--- src/rtl/seq_addsub.sv ---
// Multi-cycle adder/subtractor that processes WIDTH-bit operands CHUNK bits per clock
// through one ripple slice. The carry between chunks is held in a flop.
module seq_addsub #(
  parameter int unsigned WIDTH = 6,
  parameter int unsigned CHUNK = 1
) (
  input  logic             clk,
  input  logic             reset,
  input  logic             start,
  input  logic             mode,
  input  logic [WIDTH-1:0] x,
  input  logic [WIDTH-1:0] y,
  input  logic             cin,
  output logic             ready,
  output logic             done,
  output logic [WIDTH-1:0] z,
  output logic             carry,
  output logic             overflow
);

  localparam int unsigned NCH = WIDTH / CHUNK;
  localparam int unsigned KW  = (NCH > 1) ? $clog2(NCH) : 1;

  generate
    if (CHUNK == 0 || (WIDTH % CHUNK) != 0) begin : g_bad_chunk
      $error("seq_addsub: WIDTH must be an integer multiple of CHUNK");
    end
  endgenerate

  typedef enum logic [0:0] {StIdle, StRun} state_e;

  state_e           state_q, state_d;
  logic [KW-1:0]    k_q, k_d;
  logic [WIDTH-1:0] a_q, a_d, b_q, b_d, acc_q, acc_d, z_q, z_d;
  logic             c_q, c_d, mode_q, mode_d;
  logic             carry_q, carry_d, ovf_q, ovf_d, done_q, done_d;

  logic [CHUNK-1:0] a_ch, b_ch, s_ch;
  logic             c_rip, c_msb;
  logic [WIDTH-1:0] acc_next;

  // Operands shift right each cycle, so the active chunk is always the low CHUNK bits.
  assign a_ch = a_q[CHUNK-1:0];
  assign b_ch = b_q[CHUNK-1:0];

  always_comb begin
    s_ch  = '0;
    c_rip = c_q;
    c_msb = 1'b0;
    for (int i = 0; i < int'(CHUNK); i++) begin
      s_ch[i] = a_ch[i] ^ b_ch[i] ^ c_rip;
      c_msb   = c_rip;
      c_rip   = (a_ch[i] & b_ch[i]) | (c_rip & (a_ch[i] ^ b_ch[i]));
    end
  end

  // Sum chunks enter at the top; after NCH steps chunk 0 sits at the bottom.
  assign acc_next = (acc_q >> CHUNK) | (WIDTH'(s_ch) << (WIDTH - CHUNK));

  always_comb begin
    state_d = state_q;
    k_d     = k_q;
    a_d     = a_q;
    b_d     = b_q;
    c_d     = c_q;
    mode_d  = mode_q;
    acc_d   = acc_q;
    z_d     = z_q;
    carry_d = carry_q;
    ovf_d   = ovf_q;
    done_d  = 1'b0;
    unique case (state_q)
      StIdle: begin
        if (start) begin
          a_d     = x;
          b_d     = mode ? ~y : y;
          c_d     = cin ^ mode;
          mode_d  = mode;
          k_d     = '0;
          state_d = StRun;
        end
      end
      StRun: begin
        a_d   = a_q >> CHUNK;
        b_d   = b_q >> CHUNK;
        acc_d = acc_next;
        c_d   = c_rip;
        k_d   = k_q + KW'(1);
        if (k_q == KW'(NCH - 1)) begin
          // Subtract runs as x + ~y + ~cin, so the inverted carry-out is the borrow.
          z_d     = acc_next;
          carry_d = c_rip ^ mode_q;
          ovf_d   = c_msb ^ c_rip;
          done_d  = 1'b1;
          k_d     = '0;
          state_d = StIdle;
        end
      end
      default: state_d = StIdle;
    endcase
  end

  always_ff @(posedge clk) begin
    if (reset) begin
      state_q <= StIdle;
      k_q     <= '0;
      a_q     <= '0;
      b_q     <= '0;
      c_q     <= 1'b0;
      mode_q  <= 1'b0;
      acc_q   <= '0;
      z_q     <= '0;
      carry_q <= 1'b0;
      ovf_q   <= 1'b0;
      done_q  <= 1'b0;
    end else begin
      state_q <= state_d;
      k_q     <= k_d;
      a_q     <= a_d;
      b_q     <= b_d;
      c_q     <= c_d;
      mode_q  <= mode_d;
      acc_q   <= acc_d;
      z_q     <= z_d;
      carry_q <= carry_d;
      ovf_q   <= ovf_d;
      done_q  <= done_d;
    end
  end

  assign ready    = (state_q == StIdle);
  assign done     = done_q;
  assign z        = z_q;
  assign carry    = carry_q;
  assign overflow = ovf_q;

endmodule
--- config.mk ---
export PLATFORM = sky130hd
export DESIGN_NAME = seq_addsub
export DESIGN_NICKNAME = d
export VERILOG_FILES = /design/src/rtl/seq_addsub.sv
export SDC_FILE = /design/constraint.sdc
export NUM_CORES = 1
export LEC_CHECK = 0
export ABC_AREA = 1
export BUFFER_PORTS_ARGS = -buffer_cell sky130_fd_sc_hd__clkbuf_2
export CAP_MARGIN = 10
export CELL_PAD_IN_SITES_DETAIL_PLACEMENT = 1
export CELL_PAD_IN_SITES_GLOBAL_PLACEMENT = 1
export CORE_UTILIZATION = 35
export DETAILED_ROUTE_END_ITERATION = 7
export PLACE_DENSITY_LB_ADDON = 0.1
export SYNTH_ARGS = -nofsm -noshare
export SYNTH_HDL_FRONTEND = slang
export SYNTH_SLANG_ARGS = --single-unit
--- constraint.sdc ---
create_clock -name clk -period 4.1 [get_ports clk]
set_clock_uncertainty 0.15 [all_clocks]
set_input_delay 0.41 -clock clk [delete_from_list [all_inputs] [get_ports clk]]
set_output_delay 0.41 -clock clk [all_outputs]
set_load 0.01 [all_outputs]
# After elaboration in Yosys (flattened, before gate mapping)
# Cells that the tools add are included.
[op_classes]
n_eq_ne = 2
reduce_logical = 3
mul = 0
bitwise = 11
div_mod_pow = 0
mux = 14
magnitude_cmp = 0
n_shift = 0
n_addsub = 1
[op_table]
columns = ["operator", "n"]
rows = [
  ["6-bit case mux with 2 select lines", 2],
  ["6-bit two-way mux", 3],
  ["3-bit two-way mux", 2],
  ["6-bit inverter", 1],
  ["5-bit by 6-bit bitwise OR with 6-bit output", 1],
  ["3-bit case mux with 2 select lines", 1],
  ["1-bit XOR", 5],
  ["1-bit two-way mux", 4],
  ["1-bit case mux with 2 select lines", 2],
  ["2-bit AND reduction", 2],
  ["3-bit by 1-bit adder with 3-bit output, second input constant", 1],
  ["3-bit equality test, second input constant", 1],
  ["1-bit AND", 2],
  ["2-bit inequality test, second input constant", 1],
  ["2-bit OR reduction", 1],
  ["1-bit inverter", 1],
  ["1-bit bitwise OR", 1],
]
[totals]
in_bits = 17
mem_count = 0
out_inout_bits = 10
mem_bits_ro = 0
latch_bits = 0
mem_bits_rw = 0
ff_bits = 33

# Longest topological paths before layout
# Gate-level depths: netlist of the first run.
[depth]
word_depth = 4
ltp_mapped = 6

# Worst setup path before layout of the first run
# OpenSTA, ideal clock, no wires.
[synth_timing]
path_kind = "register -> register"
from = "register a_q[0]"
to = "register c_q (netlist: c_msb)"
path_slack_ps = 2780
stages_incl_launch_ff = 6
arrival_time_ps = 1050
setup_ps = 120
n_path_buf = 0
synth_period_minus_slack_ps = 1320
cell_sequence = "dfxtp_1 -> fa_1 -> nand2_1 -> inv_1 -> a21oi_1 -> a21oi_1"
[synth_via]
elab_chain_cells = 4
word_cells_on_any_way = 5
cone_classes = "mux: 1; bitwise: 4"
[synth_rtl]
columns = ["element", "line", "rtl"]
rows = [
  ["start: declaration", "34", "logic [WIDTH-1:0] a_q, a_d, b_q, b_d, acc_q, acc_d, z_q, z_d;"],
  ["start signal: assignment", "107", "a_q <= '0;"],
  ["start signal: assignment", "119", "a_q <= a_d;"],
  ["1-bit XOR", "53", "c_rip = (a_ch[i] & b_ch[i]) | (c_rip & (a_ch[i] ^ b_ch[i]));"],
  ["1-bit AND", "53", ""],
  ["1-bit bitwise OR *", "53", ""],
  ["1-bit case mux with 2 select lines *", "72", "unique case (state_q)"],
  ["end signal: assignment", "109", "c_q <= 1'b0;"],
  ["end signal: assignment", "121", "c_q <= c_d;"],
  ["end: declaration", "35", "logic c_q, c_d, mode_q, mode_d;"],
]
# Every way passes the cells marked *; elsewhere a longest branch is shown, timed or not.
# A chain may end at the register's enable or synchronous reset.

# Worst setup path after layout of the first run
[layout_timing]
from = "register state_q"
to = "output ready"
[layout_via]
elab_chain_cells = 1
[layout_rtl]
columns = ["element", "line", "rtl"]
rows = [
  ["start: declaration", "32", "state_e state_q, state_d;"],
  ["start signal: assignment", "105", "state_q <= StIdle;"],
  ["start signal: assignment", "117", "state_q <= state_d;"],
  ["1-bit inverter", "--", ""],
  ["end: declaration", "14", "output logic ready,"],
]
# No other way between the ends.

==> qor.txt, run 1 <==
OUTCOME
--------------------------------------------------------------------------------------
Result of the run                                                         complete, no violations

SETUP PATH
--------------------------------------------------------------------------------------
Kind of capture point of the worst setup path                               output pin
Maximum cell stage delay along the critical path                               0.92 ns
Crit Reg-Reg Startpoint                                                        state_q
Worst R2R Setup Slack                                                          1.93 ns
Start-to-end type of the worst setup path                                 flip-flop to output pin
Maximum fanout encountered on the critical timing path                              21
Data arrival, critical path                                                    1.94 ns
CP Data Required Time                                                          3.54 ns
Setup crit start                                                               state_q
Chain of cells forming the critical path                                  inv_1 > clkbuf_2
Library cell contributing the largest single delay on the critical path   sky130_fd_sc_hd__dfxtp_1
Startpoint type of the worst setup path                                      flip-flop

TIMING
--------------------------------------------------------------------------------------
Final number of hold-violating endpoints                                             0
Maximum frequency from static timing analysis                                0.401 GHz
Unrepaired setup endpoints after global routing                                  false
Worst hold margin                                                             0.209 ns
Aggregate negative setup slack                                                    0 ns
Transition time at the pin with the least slew margin                         0.908 ns
Final Setup Violations                                                               0
Final worst path period share                                                    60.9%
Smallest setup slack after layout                                              1.60 ns
Max Transition Viols Final                                                           0
Max transition margin                                                            39.4%
Min cycle time layout                                                          2.50 ns

DETAILED ROUTING
--------------------------------------------------------------------------------------
Final antenna-violating net count                                                    0
Pre-Repair DR Iteration Count                                                        3
Post-route DRC                                                                       0
Routed wire length                                                             3.45 mm
Detailed-route via count                                                          1324
Routed wire per std cell                                                       12.4 um
DRC violation total after the first TritonRoute iteration                           45
Via density per instance                                                          4.75

FLOORPLAN
--------------------------------------------------------------------------------------
Initial core utilization                                                         36.7%
Floorplan row count                                                                 23
Height of the chip                                                             66.8 um
Die boundary width                                                             66.8 um
CORE AREA                                                                    4000 um^2
Total die area                                                               4460 um^2
Count of boundary I/O pins                                                          27

CLOCK TREE
--------------------------------------------------------------------------------------
Insertion delay of the later-clocked pin in the worst-skew pair                0.29 ns
Clock tree root buffer cell                                               sky130_fd_sc_hd__clkbuf_8
TritonCTS Buffers                                                                    5
Maximum level of the CTS H-tree                                                      2
CTS hold repair buffers                                                              0
CTS sink count                                                                      32
TritonCTS clock tree                                                             built
Number of buffers on the longest clock path                                          2
Total of cells resized after clock tree synthesis                                    0
Clock-pin slew on the worst setup and hold paths                               0.07 ns
Setup bufs post-CTS                                                                  0

POWER
--------------------------------------------------------------------------------------
Pwr dens                                                                   430 nW/um^2
Power, Total                                                                  0.734 mW
Leak                                                                          0.938 nW
Peak supply drop                                                              0.217 mV

SYNTHESIS
--------------------------------------------------------------------------------------
Number of standard cells after synthesis                                           205
Warning count from the yosys run                                                     0
Number of distinct library cells after synthesis                                    18
Area share of the leading cell type in the synthesized netlist                   43.6%
Post-synthesis sequential element count                                             32
Area of the mapped netlist                                                   1470 um^2
Net Count, Synth                                                                   223
Seq/Total Area, Yosys                                                            43.6%
Mean area per synthesized cell                                               7.16 um^2
Cell types with the largest area share after synthesis                    sky130_fd_sc_hd__dfxtp_1 (44%), sky130_fd_sc_hd__nand2_1 (18%), sky130_fd_sc_hd__nand3_1 (6.8%), sky130_fd_sc_hd__a21oi_1 (6.1%), sky130_fd_sc_hd__inv_1 (6.1%)
Library cell with the largest summed area after synthesis                 sky130_fd_sc_hd__dfxtp_1

GRT
--------------------------------------------------------------------------------------
Global-route wire length before repair                                         5.87 mm
Antenna violations before repair                                                     0
Via count of the first global-routing pass                                        1353
Total congestion overflow after global routing                                       0
Total global-route track usage                                                   18.0%
Largest net degree at the start of global routing                                   24

PLACEMENT
--------------------------------------------------------------------------------------
Placed Area                                                                  1580 um^2
DPL Wire Length                                                                2.53 mm
Worst slack after detailed placement                                           1.87 ns
Port-buffer cells                                                                   26
Global placer's final weighted congestion                                        0.739

CELLS AND AREA
--------------------------------------------------------------------------------------
Commonest cells after routing, fill and taps aside                        sky130_fd_sc_hd__nand2_1 (70), sky130_fd_sc_hd__dfxtp_1 (32), sky130_fd_sc_hd__clkbuf_2 (26)
Final design instance area without fill                                      1710 um^2
Post-layout nets                                                                   246
Area added between synthesis and finish                                          16.3%
Layout cells sized above 1                                                       17.0%
Antenna cells                                                                        0
Commonest non-fill, non-tap cell in the layout                            sky130_fd_sc_hd__nand2_1

HOLD PATH
--------------------------------------------------------------------------------------
Type of the worst min-delay path                                          input pin to flip-flop
Min-Delay Startpoint                                                              x[5]

JOB
--------------------------------------------------------------------------------------
Number of max-cap violations                                                         0

-- through the flow --
| step | util (%) | cells |
|---|---|---|
| 2_1_floorplan | - | 205 |
| 3_3_place_gp | 39.5 | 271 |
| 3_5_place_dp | 39.5 | 271 |
| 4_1_cts | 42.7 | 279 |
| 5_1_grt | 42.7 | 279 |
| 6_report | 42.7 | 279 |
-- synthesized netlist by cell type --
| cell | count |
|---|---|
| sky130_fd_sc_hd__a21oi_1 | 18 |
| sky130_fd_sc_hd__o21ai_0 | 8 |
| sky130_fd_sc_hd__nand2_4 | 1 |
| sky130_fd_sc_hd__nand2_1 | 70 |
| sky130_fd_sc_hd__xor2_1 | 2 |
| sky130_fd_sc_hd__clkbuf_2 | 1 |
| sky130_fd_sc_hd__nand4_2 | 1 |
| sky130_fd_sc_hd__buf_2 | 3 |
| sky130_fd_sc_hd__nor2_4 | 2 |
| sky130_fd_sc_hd__buf_6 | 4 |
| sky130_fd_sc_hd__nor2_1 | 14 |
| sky130_fd_sc_hd__o21bai_1 | 1 |
| sky130_fd_sc_hd__inv_1 | 24 |
| sky130_fd_sc_hd__fa_1 | 1 |
| sky130_fd_sc_hd__buf_4 | 2 |
| sky130_fd_sc_hd__nor2_8 | 1 |
| sky130_fd_sc_hd__dfxtp_1 | 32 |
| sky130_fd_sc_hd__nand3_1 | 20 |
-- per-layer routing --
layer	up-vias	part of all wire, %	track usage, %	wire length, um
met2	20	49	31.3	1710
met5	-	0	0	0
li1	679	-	-	-
met4	0	1.9	9.57	67
met1	618	46	20.0	1570
met3	7	2.9	4.11	101
-- critical path: cells and delay by family, from the launching register on --
| family | cells | cell delay [ns] |
|---|---|---|
| buffers and inverters | 2 | 0.73 |
| flip-flops | 1 | 0.92 |
-- power by group --
part | total, mW | internal [mW] | switching [mW]
Combinational | 0.0635 | 0.0240 | 0.0395
Sequential | 0.339 | 0.325 | 0.0143
Clock | 0.332 | 0.214 | 0.117
-- sequential cells by signal, summed over array words and instances (netlist names) --
register and cells:
a_q 6, acc_q 5, b_q 6, c_msb 1, carry 1, done 1
k_q 3, mode_q 1, overflow 1, state_q 1, z 6
-- cell families (layout without fill, tap and decap cells) --
group	after synthesis	in the layout	share of synthesized area, %
AO/OA/AOI/OAI	27	27	9.38
buffers and inverters	34	58	11.6
adder cells (fa/ha/maj)	1	1	1.36
XOR/XNOR	2	2	1.19
flip-flops	32	32	43.6
AND/OR/NAND/NOR	109	109	32.8
-- final cells by class --
type,instances,area (um^2)
flip-flops and latches,32,641
clock inverters,1,30.0
well taps,50,62.6
repair buffers,26,130
fillers,524,2290
multi-input cells,139,657
clock buffers,7,96.3
inverters,24,90.1
-- worst paths after layout --
check            to  cells after the start
min reg2reg    z[0]                      2
min          a_q[5]                      3
max           ready                      2
max reg2reg  k_q[2]                      4
No activity file was read; power rests on OpenSTA's default activity.
==> run 2, diff against run 1 <==
clock period = 2.4 ns   (was 4.1 ns; I/O delays follow)
==> run 2 against run 1 <==
Compared with the run above: via count increased by 1.4%; combinational power rose by 84%; core utilization shrank 0.34 points; highest routed layer unchanged; global-route usage is essentially flat; setup slack worse by 1.0 ns; register-to-register slack worse by 1.1 ns; first-iteration DRC count decreased by 13%; clock power increased by 27%; power rose by 52%; largest cell class unchanged; clock-buffer cell count up 1; routed wire length is 2.2% lower; design area decreased by 0.81%.
==> qor.txt, run 2 (same netlist as run 1, synthesis figures left out) <==
TIMING
--------------------------------------------------------------------------------------
Maximum frequency from static timing analysis                                0.555 GHz
Aggregate negative setup slack                                                    0 ns   unchanged
Final worst path period share                                                    75.1%
Max transition margin                                                            68.0%   +29 points
Min cycle time layout                                                          1.80 ns
Worst hold margin                                                            0.0346 ns   -0.175 ns
Unrepaired setup endpoints after global routing                                  false
Transition time at the pin with the least slew margin                         0.480 ns   -0.428 ns
Max Transition Viols Final                                                           0   unchanged
Final number of hold-violating endpoints                                             0   unchanged
Final Setup Violations                                                               0   unchanged

POWER
--------------------------------------------------------------------------------------
Combinational group share of total power                                         10.5%   +1.8 points
Proportion of total power due to net switching                                   25.1%   +1.8 points
Pwr dens                                                                   657 nW/um^2   +53%
Switching power of the nets                                                   0.279 mW   +63%
Internal power component                                                      0.833 mW   +48%
Power, Total                                                                   1.11 mW   +52%
Peak supply drop                                                              0.388 mV   +79%
Share of total power in sequential cells                                         51.7%   +5.5 points
Clock share of power                                                             37.8%   -7.4 points
Leak                                                                          0.934 nW   -0.44%

CLOCK TREE
--------------------------------------------------------------------------------------
Clock tree root buffer cell                                               sky130_fd_sc_hd__clkbuf_8
Number of buffers on the longest clock path                                          2   unchanged
Total of cells resized after clock tree synthesis                                    0   unchanged
Setup bufs post-CTS                                                                  0   unchanged
CTS sink count                                                                      32   unchanged
Clock-pin slew on the worst setup and hold paths                               0.06 ns   about the same
CTS hold repair buffers                                                              0   unchanged
TritonCTS clock tree                                                             built
TritonCTS Buffers                                                                    5   unchanged
Maximum level of the CTS H-tree                                                      2   unchanged
Insertion delay of the later-clocked pin in the worst-skew pair                0.28 ns   about the same

SETUP PATH
--------------------------------------------------------------------------------------
Startpoint type of the worst setup path                                      flip-flop
Maximum cell stage delay along the critical path                               0.57 ns   -0.35 ns
Kind of cell adding the most delay to the critical path                     flip-flops
Kind of capture point of the worst setup path                               output pin
Chain of cells forming the critical path                                  inv_1 > clkbuf_2
Start-to-end type of the worst setup path                                 flip-flop to output pin
Buf/Inv on CP                                                                        2   unchanged
CP Data Required Time                                                          2.01 ns   -1.53 ns
Library cell contributing the largest single delay on the critical path   sky130_fd_sc_hd__dfxtp_1
Data arrival, critical path                                                    1.41 ns   -0.53 ns
Maximum fanout encountered on the critical timing path                              14   -33%

PLACEMENT
--------------------------------------------------------------------------------------
Port-buffer cells                                                                   26   unchanged
Global placer's final weighted congestion                                        0.711   -3.8%
Number of instances in the placed design                                           274   +1.1%
DPL Wire Length                                                                2.48 mm   -2.2%

DETAILED ROUTING
--------------------------------------------------------------------------------------
Pre-Repair DR Iteration Count                                                        4   +1
Detailed-route via count                                                          1343   +1.4%
Final antenna-violating net count                                                    0   unchanged
Routed wire per std cell                                                       12.0 um   -3.3%
Via density per instance                                                          4.76   +0.36%
Post-route DRC                                                                       0   unchanged
DRC violation total after the first TritonRoute iteration                           39   -13%
Routed wire length                                                             3.37 mm   -2.2%

CELLS AND AREA
--------------------------------------------------------------------------------------
Layout cells sized above 1                                                       17.2%   +0.21 points
Post-layout nets                                                                   249   +1.2%
Area added between synthesis and finish                                          15.3%
Post-route non-filler standard cell count                                          282   +1.1%
Commonest cells after routing, fill and taps aside                        sky130_fd_sc_hd__nand2_1 (70), sky130_fd_sc_hd__dfxtp_1 (32), sky130_fd_sc_hd__clkbuf_2 (26)
Layout filler cell count                                                           527   +0.57%
Commonest non-fill, non-tap cell in the layout                            sky130_fd_sc_hd__nand2_1
Antenna cells                                                                        0   unchanged
Utilization after layout                                                         42.3%   -0.34 points

OUTCOME
--------------------------------------------------------------------------------------
Result of the run                                                         complete, no violations

GRT
--------------------------------------------------------------------------------------
Antenna violations before repair                                                     0   unchanged
Total global-route track usage                                                   18.0%   about the same
Via count of the first global-routing pass                                        1306   -3.5%
Global-route wire length before repair                                         5.90 mm   +0.48%
Largest net degree at the start of global routing                                   18   -25%
Total congestion overflow after global routing                                       0   unchanged

FLOORPLAN
--------------------------------------------------------------------------------------
Count of boundary I/O pins                                                          27   unchanged
Initial core utilization                                                         36.7%   unchanged
Die boundary width                                                             66.8 um   unchanged
CORE AREA                                                                    4000 um^2   unchanged
Total die area                                                               4460 um^2   unchanged
Height of the chip                                                             66.8 um   unchanged
Floorplan row count                                                                 23   unchanged

JOB
--------------------------------------------------------------------------------------
Number of max-cap violations                                                         0   unchanged

HOLD PATH
--------------------------------------------------------------------------------------
Type of the worst min-delay path                                          input pin to flip-flop

[run 2: layout make-up]
type / count / area [um^2] / share of cell area [%]
clock buffers: 8 / 90.1 / 5.32
repair buffers: 29 / 153 / 9.02
inverters: 24 / 90.1 / 5.32
well taps: 50 / 62.6 / 3.70
multi-input cells: 139 / 657 / 38.8
flip-flops and latches: 32 / 641 / 37.8
[run 2: per-layer routing]
metal / vias up / track usage [%] / part of all wire (%)
li1: 690 / - / -
met1: 626 / 20.9 / 46
met2: 21 / 29.8 / 49
met3: 6 / 6.68 / 4.1
met4: 0 / 6.38 / 1.4
met5: - / 0 / 0
[run 2: tightest hold or removal path, delay by kind of cell]
kind	cells	cell delay (ns)
buf+inv	1	0.08
simple gates	1	0.05
compound gates	1	0.05
[run 2: final timing paths]
| path | cells after the start | slack [ns] | end | start |
|---|---|---|---|---|
| min | 3 | 0.03 | a_q[5] | x[5] |
| min reg2reg | 2 | 0.31 | z[0] | acc_q[1] |
| max reg2reg | 4 | 0.79 | k_q[2] | state_q |
| max | 2 | 0.60 | ready | state_q |
[run 2: power by group through the flow]
stage          logic (mW)  registers [mW]  clock network (mW)
2_1_floorplan      0.0958           0.578                   0
3_3_place_gp        0.114           0.585                   0
3_5_place_dp        0.119           0.586                   0
4_1_cts             0.120           0.574               0.442
5_1_grt             0.137           0.577               0.466
6_report            0.117           0.575               0.421
[run 2: per-stage QoR]
step / cell area [um^2] / setup WS, ns
5_1_grt: 1690 / 0.455
3_5_place_dp: 1600 / 0.814
6_report: 1690 / 0.598
2_1_floorplan: 1470 / 1.08
4_1_cts: 1690 / 0.580
3_3_place_gp: 1600 / 0.888
==> run 3, diff against run 2 <==
clock period = 1.74 ns   (was 2.4 ns; I/O delays follow)
==> run 3 against run 2 <==
Compared with the run above: via count is 1.5% higher; critical endpoint unchanged; design area rose by 2.7%; power is 33% higher; clock power is 19% higher; register-to-register slack lost 0.51 ns; global-route usage down 0.50 points; highest routed layer unchanged; die area stayed put.
==> qor.txt, run 3 (same netlist as run 1, synthesis figures left out) <==
CLOCK TREE
--------------------------------------------------------------------------------------
Maximum level of the CTS H-tree                                                      2   unchanged
TritonCTS clock tree                                                             built
CTS sink count                                                                      32   unchanged
Insertion delay of the later-clocked pin in the worst-skew pair                0.27 ns   about the same
Clock-pin slew on the worst setup and hold paths                               0.06 ns   about the same
Clock tree root buffer cell                                               sky130_fd_sc_hd__clkbuf_8
Number of buffers on the longest clock path                                          2   unchanged
TritonCTS Buffers                                                                    5   unchanged

CELLS AND AREA
--------------------------------------------------------------------------------------
Post-layout nets                                                                   257   +3.2%
Layout cells sized above 1                                                       19.8%   +2.6 points
Antenna cells                                                                        0   unchanged
Final design instance area without fill                                      1740 um^2   +2.7%
Commonest cells after routing, fill and taps aside                        sky130_fd_sc_hd__nand2_1 (70), sky130_fd_sc_hd__dfxtp_1 (32), sky130_fd_sc_hd__clkbuf_2 (26)
Utilization after layout                                                         43.4%   +1.1 points
Commonest non-fill, non-tap cell in the layout                            sky130_fd_sc_hd__nand2_1
Area added between synthesis and finish                                          18.4%

DETAILED ROUTING
--------------------------------------------------------------------------------------
Via density per instance                                                          4.75   -0.28%
Detailed-route via count                                                          1363   +1.5%
DRC violation total after the first TritonRoute iteration                           41   +5.1%
Routed wire length                                                             3.64 mm   +7.9%
Routed wire per std cell                                                       12.7 um   +6.0%
Post-route DRC                                                                       0   unchanged
Pre-Repair DR Iteration Count                                                        2   -2
Final antenna-violating net count                                                    0   unchanged

POWER
--------------------------------------------------------------------------------------
Leak                                                                          0.958 nW   +2.6%
Peak supply drop                                                              0.436 mV   +12%
Pwr dens                                                                   851 nW/um^2   +30%
Power, Total                                                                   1.48 mW   +33%

PLACEMENT
--------------------------------------------------------------------------------------
DPL Wire Length                                                                2.64 mm   +6.6%
Global placer's final weighted congestion                                        0.781   +9.8%
Placed Area                                                                  1630 um^2   +1.4%
Port-buffer cells                                                                   26   unchanged

HOLD PATH
--------------------------------------------------------------------------------------
Type of the worst min-delay path                                          input pin to flip-flop

TIMING
--------------------------------------------------------------------------------------
Final number of hold-violating endpoints                                             0   unchanged
Final worst path period share                                                    88.1%
Unrepaired setup endpoints after global routing                                  false
Final Setup Violations                                                               0   unchanged
Aggregate negative setup slack                                                    0 ns   unchanged
Max transition margin                                                            80.0%   +12 points
Maximum frequency from static timing analysis                                0.652 GHz
Transition time at the pin with the least slew margin                         0.299 ns   -0.180 ns
Worst hold margin                                                            0.0648 ns   +0.0302 ns
Max Transition Viols Final                                                           0   unchanged
Min cycle time layout                                                          1.53 ns

FLOORPLAN
--------------------------------------------------------------------------------------
Floorplan row count                                                                 23   unchanged
Die boundary width                                                             66.8 um   unchanged
Total die area                                                               4460 um^2   unchanged
CORE AREA                                                                    4000 um^2   unchanged
Height of the chip                                                             66.8 um   unchanged
Initial core utilization                                                         36.7%   unchanged
Count of boundary I/O pins                                                          27   unchanged

GRT
--------------------------------------------------------------------------------------
Total congestion overflow after global routing                                       0   unchanged
Total global-route track usage                                                   17.5%   -0.50 points
Largest net degree at the start of global routing                                   15   -3
Antenna violations before repair                                                     0   unchanged
Global-route wire length before repair                                         5.82 mm   -1.3%
Via count of the first global-routing pass                                        1329   +1.8%

SETUP PATH
--------------------------------------------------------------------------------------
Worst R2R Setup Slack                                                          0.28 ns   -0.51 ns
Chain of cells forming the critical path                                  buf_4 > clkinvlp_4 > clkbuf_2
Startpoint type of the worst setup path                                      flip-flop
Kind of cell adding the most delay to the critical path                   buffers and inverters
Buf/Inv on CP                                                                        3   +1
Kind of capture point of the worst setup path                               output pin
CP Data Required Time                                                          1.42 ns   -0.59 ns
Library cell contributing the largest single delay on the critical path   sky130_fd_sc_hd__dfxtp_1
Maximum cell stage delay along the critical path                               0.33 ns   -0.24 ns
Maximum fanout encountered on the critical timing path                              14   unchanged
Data arrival, critical path                                                    1.21 ns   -0.20 ns
Start-to-end type of the worst setup path                                 flip-flop to output pin

OUTCOME
--------------------------------------------------------------------------------------
Result of the run                                                         complete, no violations

JOB
--------------------------------------------------------------------------------------
Number of max-cap violations                                                         0   unchanged

## run 3: changes by cell type in the layout (fill, tap and decap cells not counted)
cell / delta
sky130_fd_sc_hd__clkbuf_1: -2
sky130_fd_sc_hd__buf_4: +7
sky130_fd_sc_hd__clkinvlp_4: +1
sky130_fd_sc_hd__inv_1: -1
sky130_fd_sc_hd__clkbuf_8: -1
sky130_fd_sc_hd__dlygate4sd3_1: +1
## run 3: layer usage
layer | global-route usage, % | up-vias | wire length [um]
met3 | 4.11 | 2 | 96
li1 | - | 700 | -
met2 | 29.2 | 17 | 1760
met5 | 0 | - | 0
met4 | 7.71 | 0 | 18
met1 | 21.0 | 644 | 1770
## run 3: cell type report
type                    count  area, um^2
fillers                   531        2260
flip-flops and latches     32         641
clock buffers               5        68.8
inverters                  24        93.8
multi-input cells         139         657
repair buffers             37         215
well taps                  50        62.6
## run 3: worst paths after layout
path            from     end  cells after the start
max          state_q   ready                      3
min             y[5]  b_q[5]                      4
max reg2reg  state_q  a_q[2]                      7
min reg2reg     z[3]    z[3]                      2
## run 3: what timing repair did
action                                 in CTS  in global routing
hold buffers                                1                  0
gates resized for setup                     0                  1
endpoints found under the hold margin       1                  0
setup endpoints to repair                   0                  1
setup buffers                               0                  4
## run 3: per-stage QoR
stage	setup slack (ns)	instances
detailed placement	0.268	277
finish	0.207	287
CTS	0.0419	283
global route	0.144	287
global placement	0.348	277
floorplan	0.420	205
## run 3: tightest hold or removal path, stage by stage
cell	delay, ns
sky130_fd_sc_hd__clkbuf_2	0.09
sky130_fd_sc_hd__nand2_1	0.05
sky130_fd_sc_hd__nand3_1	0.07
sky130_fd_sc_hd__a21oi_1	0.05
## run 3: where the power goes
part           switching, mW  total (mW)  internal, mW
combinational          0.113       0.190        0.0768
sequential            0.0236       0.789         0.765
clock                  0.243       0.500         0.257
total                  0.379        1.48          1.10
